[src/rtl/cdriver_axil.sv]
// rtl/cdriver_axil.sv - AXI4-Lite single-command master engine with GPIO out/in
//
// Runs one register read or write at a time on an AXI4-Lite master port.
// A watchdog aborts any transaction that stays in flight for TIMEOUT_CYCLES.
// Also holds a GPIO output register and double-flop synchronizes GPIO inputs.
//
// Ports:
//   aclk, aclk_reset_n      clock, asynchronous active-low reset
//   cmd_*                   command in (valid/ready, write, addr, wdata, wstrb)
//   rsp_*                   one-cycle completion (valid, rdata, resp, timeout)
//   m_aw*/m_w*/m_b*         AXI4-Lite write address / data / response channels
//   m_ar*/m_r*              AXI4-Lite read address / data channels
//   gpio_out_we/_wdata      load strobe and value for gpio_out
//   gpio_out                registered GPIO outputs
//   gpio_in / gpio_in_sync  asynchronous GPIO inputs and synchronized copies
module cdriver_axil #(
    parameter int DATA_WIDTH     = 32,
    parameter int ADDR_WIDTH     = 11,
    parameter int NUMB_INPUT_IO  = 1,
    parameter int NUMB_OUTPUT_IO = 2,
    parameter int TIMEOUT_CYCLES = 1024
) (
    input  logic                      aclk,
    input  logic                      aclk_reset_n,
    input  logic                      cmd_valid,
    output logic                      cmd_ready,
    input  logic                      cmd_write,
    input  logic [ADDR_WIDTH-1:0]     cmd_addr,
    input  logic [DATA_WIDTH-1:0]     cmd_wdata,
    input  logic [DATA_WIDTH/8-1:0]   cmd_wstrb,
    output logic                      rsp_valid,
    output logic [DATA_WIDTH-1:0]     rsp_rdata,
    output logic [1:0]                rsp_resp,
    output logic                      rsp_timeout,
    output logic [ADDR_WIDTH-1:0]     m_awaddr,
    output logic [2:0]                m_awprot,
    output logic                      m_awvalid,
    input  logic                      m_awready,
    output logic [DATA_WIDTH-1:0]     m_wdata,
    output logic [DATA_WIDTH/8-1:0]   m_wstrb,
    output logic                      m_wvalid,
    input  logic                      m_wready,
    input  logic [1:0]                m_bresp,
    input  logic                      m_bvalid,
    output logic                      m_bready,
    output logic [ADDR_WIDTH-1:0]     m_araddr,
    output logic [2:0]                m_arprot,
    output logic                      m_arvalid,
    input  logic                      m_arready,
    input  logic [DATA_WIDTH-1:0]     m_rdata,
    input  logic [1:0]                m_rresp,
    input  logic                      m_rvalid,
    output logic                      m_rready,
    input  logic                      gpio_out_we,
    input  logic [NUMB_OUTPUT_IO-1:0] gpio_out_wdata,
    output logic [NUMB_OUTPUT_IO-1:0] gpio_out,
    input  logic [NUMB_INPUT_IO-1:0]  gpio_in,
    output logic [NUMB_INPUT_IO-1:0]  gpio_in_sync
);

    localparam int STRB_WIDTH = DATA_WIDTH / 8;
    localparam int WDOG_WIDTH = $clog2(TIMEOUT_CYCLES + 1);
    localparam logic [WDOG_WIDTH-1:0] WDOG_LAST = WDOG_WIDTH'(TIMEOUT_CYCLES - 1);

    typedef enum logic [2:0] {
        S_IDLE = 3'd0,
        S_WR   = 3'd1,
        S_WB   = 3'd2,
        S_RD_A = 3'd3,
        S_RD_D = 3'd4,
        S_DONE = 3'd5
    } state_t;

    state_t                    r_state;
    state_t                    w_next;
    logic                      r_aw_done;
    logic                      r_w_done;
    logic [ADDR_WIDTH-1:0]     r_addr;
    logic [DATA_WIDTH-1:0]     r_wdata;
    logic [STRB_WIDTH-1:0]     r_wstrb;
    logic [WDOG_WIDTH-1:0]     r_wdog;
    logic [DATA_WIDTH-1:0]     r_rdata;
    logic [1:0]                r_resp;
    logic                      r_timeout;
    logic [NUMB_OUTPUT_IO-1:0] r_gpio_out;
    logic [NUMB_INPUT_IO-1:0]  r_gpio_meta;
    logic [NUMB_INPUT_IO-1:0]  r_gpio_sync;

    logic w_accept;
    logic w_busy;
    logic w_timeout;
    logic w_aw_hs;
    logic w_w_hs;
    logic w_b_hs;
    logic w_r_hs;
    logic w_abort;

    assign w_accept  = (r_state == S_IDLE) && cmd_valid;
    assign w_busy    = (r_state == S_WR) || (r_state == S_WB) ||
                       (r_state == S_RD_A) || (r_state == S_RD_D);
    assign w_timeout = w_busy && (r_wdog == WDOG_LAST);
    assign w_aw_hs   = (r_state == S_WR) && !r_aw_done && m_awready;
    assign w_w_hs    = (r_state == S_WR) && !r_w_done && m_wready;
    assign w_b_hs    = (r_state == S_WB) && m_bvalid;
    assign w_r_hs    = (r_state == S_RD_D) && m_rvalid;
    // A response landing on the watchdog's last cycle was really accepted,
    // so it wins over the abort.
    assign w_abort   = w_timeout && !(w_b_hs || w_r_hs);

    always_ff @(posedge aclk or negedge aclk_reset_n) begin
        if (!aclk_reset_n) begin
            r_state <= S_IDLE;
        end else begin
            r_state <= w_next;
        end
    end

    always_comb begin
        w_next = r_state;
        case (r_state)
            S_IDLE: begin
                if (cmd_valid) w_next = cmd_write ? S_WR : S_RD_A;
            end
            S_WR: begin
                if (w_timeout) begin
                    w_next = S_DONE;
                end else if ((r_aw_done || m_awready) && (r_w_done || m_wready)) begin
                    w_next = S_WB;
                end
            end
            S_WB: begin
                if (m_bvalid || w_timeout) w_next = S_DONE;
            end
            S_RD_A: begin
                if (w_timeout) begin
                    w_next = S_DONE;
                end else if (m_arready) begin
                    w_next = S_RD_D;
                end
            end
            S_RD_D: begin
                if (m_rvalid || w_timeout) w_next = S_DONE;
            end
            S_DONE:  w_next = S_IDLE;
            default: w_next = S_IDLE;
        endcase
    end

    always_comb begin
        cmd_ready   = (r_state == S_IDLE);
        m_awvalid   = (r_state == S_WR) && !r_aw_done;
        m_wvalid    = (r_state == S_WR) && !r_w_done;
        m_bready    = (r_state == S_WB);
        m_arvalid   = (r_state == S_RD_A);
        m_rready    = (r_state == S_RD_D);
        rsp_valid   = (r_state == S_DONE);
        rsp_rdata   = (r_state == S_DONE) ? r_rdata : '0;
        rsp_resp    = (r_state == S_DONE) ? r_resp : 2'b00;
        rsp_timeout = (r_state == S_DONE) && r_timeout;
        m_awaddr    = r_addr;
        m_araddr    = r_addr;
        m_awprot    = 3'b000;
        m_arprot    = 3'b000;
        m_wdata     = r_wdata;
        m_wstrb     = r_wstrb;
        gpio_out    = r_gpio_out;
        gpio_in_sync = r_gpio_sync;
    end

    always_ff @(posedge aclk or negedge aclk_reset_n) begin
        if (!aclk_reset_n) begin
            r_aw_done <= 1'b0;
            r_w_done  <= 1'b0;
            r_addr    <= '0;
            r_wdata   <= '0;
            r_wstrb   <= '0;
            r_wdog    <= '0;
            r_rdata   <= '0;
            r_resp    <= 2'b00;
            r_timeout <= 1'b0;
        end else begin
            if (w_accept) begin
                r_aw_done <= 1'b0;
                r_w_done  <= 1'b0;
                r_addr    <= cmd_addr;
                r_wdata   <= cmd_wdata;
                r_wstrb   <= cmd_wstrb;
                r_wdog    <= '0;
                r_rdata   <= '0;
                r_resp    <= 2'b00;
                r_timeout <= 1'b0;
            end else begin
                if (w_busy) r_wdog <= r_wdog + 1'b1;
                if (w_aw_hs) r_aw_done <= 1'b1;
                if (w_w_hs)  r_w_done  <= 1'b1;
                if (w_b_hs) begin
                    r_resp <= m_bresp;
                end else if (w_r_hs) begin
                    r_rdata <= m_rdata;
                    r_resp  <= m_rresp;
                end else if (w_abort) begin
                    r_rdata   <= '0;
                    r_resp    <= 2'b10;
                    r_timeout <= 1'b1;
                end
            end
        end
    end

    always_ff @(posedge aclk or negedge aclk_reset_n) begin
        if (!aclk_reset_n) begin
            r_gpio_out  <= '0;
            r_gpio_meta <= '0;
            r_gpio_sync <= '0;
        end else begin
            if (gpio_out_we) r_gpio_out <= gpio_out_wdata;
            r_gpio_meta <= gpio_in;
            r_gpio_sync <= r_gpio_meta;
        end
    end

endmodule

[config.mk]
export PLATFORM = sky130hd
export DESIGN_NAME = cdriver_axil
export DESIGN_NICKNAME = d
export VERILOG_FILES = /design/src/rtl/cdriver_axil.sv
export SDC_FILE = /design/constraint.sdc
export NUM_CORES = 1
export LEC_CHECK = 0
export CAP_MARGIN = 20
export CORE_ASPECT_RATIO = 1.75
export CORE_MARGIN = 4
export CORE_UTILIZATION = 40
export DETAILED_ROUTE_END_ITERATION = 10
export GPL_TIMING_DRIVEN = 0
export HOLD_SLACK_MARGIN = 0.06
export PLACE_DENSITY = 0.81
export SLEW_MARGIN = 25
export SYNTH_ARGS = -nofsm -noshare
export SYNTH_HDL_FRONTEND = slang
export SYNTH_SLANG_ARGS = --single-unit
[constraint.sdc]
create_clock -name aclk -period 2.5 [get_ports aclk]
set_input_delay 0.375 -clock aclk [delete_from_list [all_inputs] [get_ports aclk]]
set_output_delay 0.375 -clock aclk [all_outputs]
set_load 0.01 [all_outputs]
* Word level (Yosys, flattened, before mapping) *
Cells that the tools add are included.
W data, S select, Z words.

storage, ports and cells
  register bits after elaboration = 102
  input bits = 96
  output and inout port bits = 109
  word-level logic and storage cells = 88

cells by class
  add/sub/neg operators = 1
  equality and inequality tests = 13
  mux-type cells = 29
  reductions and logical operators = 32

operators with widths
  kind                     count
  $mux W32                 5
  $mux W11                 2
  $mux W3                  7
  $pmux W3 S5              1
  $mux W2                  6
  $add A11 B1 Y11 const B  1
  $eq A11 B10 Y1 const B   1
  $logic_and A1 B1 Y1      11
  $logic_or A1 B1 Y1       8
  $mux W1                  8
  $reduce_bool A2 Y1       4
  $eq A3 B2 Y1 const B     2
  $eq A3 B3 Y1 const B     2
  $ne A2 B2 Y1 const B     3
  $reduce_and A5 Y1        1
  $ne A2 B1 Y1 const B     2
  $reduce_bool A4 Y1       1
  $eq A3 B1 Y1 const B     1
  $logic_not A1 Y1         3
  $logic_not A3 Y1         1
  $ne A3 B1 Y1 const B     1
  $ne A3 B2 Y1 const B     1
  $reduce_and A3 Y1        1
  $reduce_bool A3 Y1       1
  $reduce_and A2 Y1        1

* Longest topological paths before layout *
  word-level depth = 10
  mapped depth = 7
  mapped depth without buffers = 6

* Worst setup path before layout *
Ideal clock, no wire load.

  kind = register to register
  from = register r_wdog[0]
  to = register r_rdata[0]
  setup time = 0.121 ns
  arrival time = 1.777 ns
  data required time = 2.379 ns
  path slack = 0.602 ns
  cell stages (with the launch flop) = 8
  buffers on the path = 1
  clock period less this slack = 1.898 ns
  path through = dfrtp_1 ha_1 nand3_2 or3_4 o21ai_1 nand3_2 buf_6 a22o_1

between the ends
  longest elaborated chain between the ends = 5

ends and longest elaborated chain
  what                                 RTL line  source
  from (decl)                          81        logic [WDOG_WIDTH-1:0] r_wdog;
  from (signal assigned)               193       if (w_busy) r_wdog <= r_wdog + 1'b1;
  $eq A11 B10 Y1                       101       assign w_timeout = w_busy && (r_wdog == WDOG_LAST);
  $logic_and A1 B1 Y1                  101
  $logic_and A1 B1 Y1                  108       assign w_abort = w_timeout && !(w_b_hs || w_r_hs);
  $reduce_bool A3 Y1 (no source line)  -
  $reduce_and A2 Y1 (no source line)   -
  to (signal assigned)                 199       r_rdata <= m_rdata;
  to (decl)                            82        logic [DATA_WIDTH-1:0] r_rdata;

No other way between the ends.
A chain may end at the register's enable or synchronous reset.

* Final worst setup path *
  from = register r_state[1]
  to = output port rsp_rdata[18]

between the ends
  longest elaborated chain between the ends = 2

ends and longest elaborated chain
  what                    RTL line  source
  from (decl)             74        state_t r_state;
  from (signal assigned)  114       r_state <= w_next;
  $eq A3 B3 Y1            157       rsp_rdata = (r_state == S_DONE) ? r_rdata : '0;
  $mux W32                157
  to (decl)               32        output logic [DATA_WIDTH-1:0] rsp_rdata,

No other way between the ends.

==> results by stage <==
Outcome:
- The run finished with clean final reports.

Global route:
- Across every metal layer, demand over resource in global routing totals 19.9%.
- The initial antenna violation count is 0.
- The via count of the first global-routing pass was 4281.
- The first-pass GRT wire length is 20600 um.
- Entering global routing, the biggest net connects 65 pins.
- The total overflow left after global routing is 0.

Detailed routing:
- Once detail routing completed, the nets flagged for antenna violations numbered 0.
- After detailed routing, the number of remaining DRC violations is 0.
- In the routed layout, each cell is associated on average with a via count of 5.00.
- After detailed routing, the average wire length per cell comes to 16.1 um.
- The final wirelength is 13200 um.
- For this block, the via count after detailed routing is 4092.
- The first detailed-routing pass took 4 iterations.
- The number of DRC markers after the initial detailed-route iteration is 162.

Cells and area:
- The count of antenna diodes in the layout is 0.
- Cells with a size suffix above 1 make up 8.88% of the layout.
- Cells fill 63.5% of the core in the end.
- The commonest non-fill, non-tap cell in the layout is clkdlybuf4s50_1.
- The layout overhead on the synthesized area is 55.5%.
- The net count of the finished layout is 779.
- The finished cells cover 7090 um^2.
- Leaving out filler cells and counting taps, the final layout contains 819.
- Leaving out fill and tap cells, the most frequent cells in the layout are clkdlybuf4s50_1, nand2_1, dfrtp_1.

Clock network:
- Counting along the longest clock path gives a buffer depth of 2.
- The TritonCTS clock tree is yes.
- The clock transition at the registers of the reported paths is 0.07 ns.
- The cell chosen for the clock root is clkbuf_16.
- The number of H-tree levels is 3.
- Buffers inserted during clock tree synthesis total 9.
- CTS saw 102 sinks.
- At the later pin of the worst-skew pair, clock insertion delay measures 0.34 ns.

Yosys:
- By area, the combinational part of the netlist is dominated by simple AND/OR/NAND/NOR gates.
- The synthesized area per cell is 9.78 um^2.
- The number of synthesis warnings is 0.
- After Yosys synthesis, and, or, nand and nor cells account for 24.1% of the synthesized area.
- In the synthesized netlist, mux cells make up 1.40% of the area.
- The synthesized design contains 102 register bits.
- The fraction of post-synthesis cell area in the top cell type by area is 56.0%.
- The main flop type after synthesis is dfrtp_1.
- Synthesis instantiated 50 different standard cells from the library.
- The adder and majority cell fraction of the synthesized area is 0.275%.
- The async set or reset register ratio after synthesis is 100%.
- Synthesis produced 466 cells.
- Counting flops with a built-in enable in the synthesized netlist gives 0.
- The synthesized netlist devotes 11.8% of its cell area to compound gates.
- After synthesis, the cell types taking the most area are dfrtp_1, nand2_1, a22o_1.
- The parity-gate share of the synthesized area counting xor and xnor cells is 0.192%.
- The total standard cell area after synthesis is 4560 um^2.
- The largest total area in the synthesized netlist belongs to dfrtp_1.
- The share of the Yosys chip area taken by registers is 56.0%.

Power and ir drop:
- Overall power consumption after layout is estimated at 7.69 mW.
- The static leakage is 3.32 nW.
- The worst supply voltage drop on vdd is 0.000606 V.
- For this design the ratio of total power to cell area is 1090 nW/um^2.

Flow run:
- The count of maximum capacitance violations is 0.

Critical path:
- The required time of the critical path is 2.12 ns.
- At the worst endpoint, the arrival time is 2.06 ns.
- In this run the worst path has a maximum fanout of 10.
- The kind of start point of the critical path is a flop.
- The kind of end point of the critical path is a primary output.
- The slowest cell on the critical path is clkdlybuf4s50_1.
- Walking the worst path, the cells encountered are buf_6 -> and3b_2 -> clkbuf_4 -> and2_1 -> clkdlybuf4s50_1.
- The type of the worst setup path is flop to primary output.
- The critical path starts at r_state[1]$_DFFE_PN0P_.
- The largest single stage delay on the critical path is 0.55 ns.
- The startpoint of the worst-slack reg-to-reg timing path is r_wdog[0]$_DFFE_PN0P_.
- The count of cells along the worst register-to-register path is 7.

Placed design:
- Counting tap cells, the placed design contains a total of 802 instances.
- Port buffering added 198 buffers.
- The placed instances occupy a cell area of 6750 um^2.
- The final HPWL from detailed placement is 10400 um.
- The last weighted congestion value of the routability-driven placer is 0.814.

Floorplan:
- After floorplanning, the core was divided into 51 placement rows.
- The floorplan step defined a die boundary enclosing 13200 um^2.
- The height of the chip is 149 um.
- The starting utilization of the core area is 40.8%.
- The top-level I/O count is 205.
- The core region is 11200 um^2.
- The horizontal die dimension is 88.7 um.

Hold path:
- The hold path startpoint is r_gpio_meta$_DFF_PN0_.
- The depth of the worst hold-timing path is 0.
- The path type of the worst min-delay path is flop to flop.

STA:
- Setup violations remaining at the end of the flow were counted as 0.
- The highest clock rate is 411 MHz.
- For the final database, setup skew stands at 0.00979 ns.
- The number of max-slew violations in the final report was 0.
- The shortest period the worst path allows is 2.44 ns.
- The total count of hold-check failures in the final report is 0.
- The period utilization is 97.4%.
==> through the flow <==
stage | TNS (ns) | setup slack [ns] | hold slack, ns
after floorplan | 0 | 0.602 | 0.0794
final | 0 | 0.0640 | 0.350
after detailed placement | -3.66 | -0.177 | 0.307
after global routing | -0.0471 | -0.0102 | 0.373
after CTS | 0 | 0.00454 | 0.352
after global placement | -272.67 | -2.65 | 0.335
==> metal layers <==
metal  vias up  share of wire [%]  wire [um]  track usage [%]
met4         0                2.4        314             7.03
met1      1953                 37       4850             22.0
met5         -                  0          0                0
li1       1948                  -          -                -
met3        20                6.9        912             4.64
met2       171                 54       7140             36.1
==> final cells by class <==
class | instances | area, um^2
clock buffer | 10 | 229
timing repair buffer | 201 | 2030
multi-input combinational | 320 | 1740
fill | 908 | 4080
tap | 132 | 165
inverter | 3 | 11.3
buffer | 45 | 285
sequential | 102 | 2550
clock inverter | 6 | 70.1
==> sequential cells by signal, indices dropped and copies added, names as in the netlist <==
register	count
m_wdata	32
r_rdata	32
m_araddr	11
r_wdog	11
m_wstrb	4
r_state	3
gpio_out	2
r_resp	2
gpio_in_sync	1
r_aw_done	1
r_gpio_meta	1
r_timeout	1
r_w_done	1
==> worst paths after layout <==
kind | endpoint | slack [ns]
worst max-delay path | rsp_rdata[18] | 0.06
worst min-delay path | gpio_in_sync$_DFF_PN0_ | 0.35
worst max register to register | r_rdata[7]$_DFFE_PN0P_ | 0.37
worst min register to register | gpio_in_sync$_DFF_PN0_ | 0.35
max in group asynchronous | m_wdata[22]$_DFFE_PN0P_ | 1.36
min in group asynchronous | r_rdata[16]$_DFFE_PN0P_ | 0.50
==> synth_stat cells (3+ instances only) <==
library cell	n
a21oi_1	6
a22o_1	33
and2_1	36
buf_4	18
buf_6	4
clkbuf_1	23
dfrtp_1	102
inv_1	3
mux2i_1	3
nand2_1	157
nand3b_1	4
nor2_1	16
o21ai_1	12
==> worst max-delay path: cells and delay by family, from the launching register on <==
| family | cells | cell delay, ns |
|---|---|---|
| flops | 1 | 0.39 |
| buf+inv | 3 | 0.89 |
| simple gates | 2 | 0.43 |
==> logic make-up after synthesis <==
kind of cell / Yosys count
xor gates and xnor gates: 1
DFF: 102
other: 1
muxes: 6
and+or+nand+nor: 237
AOI/OAI and AO/OA: 69
buffers and inverters: 49
adders and majority gates: 1
==> repair_timing <==
item | in CTS | in global routing
setup buffers | 1 | 0
gates resized for setup | 10 | 10
endpoints found under the setup margin | 39 | 30
pin swaps | 1 | 0
hold endpoints to repair | 38 | 0
hold buffers | 1 | 0
==> power by group <==
part,leakage (nW),switching (mW),internal [mW]
Combinational,1.86,1.66,1.85
Clock,0.141,0.624,0.786
Sequential,1.31,0.413,2.36
Total,3.32,2.70,4.99
Note: power is estimated with default switching activity, not from simulation.
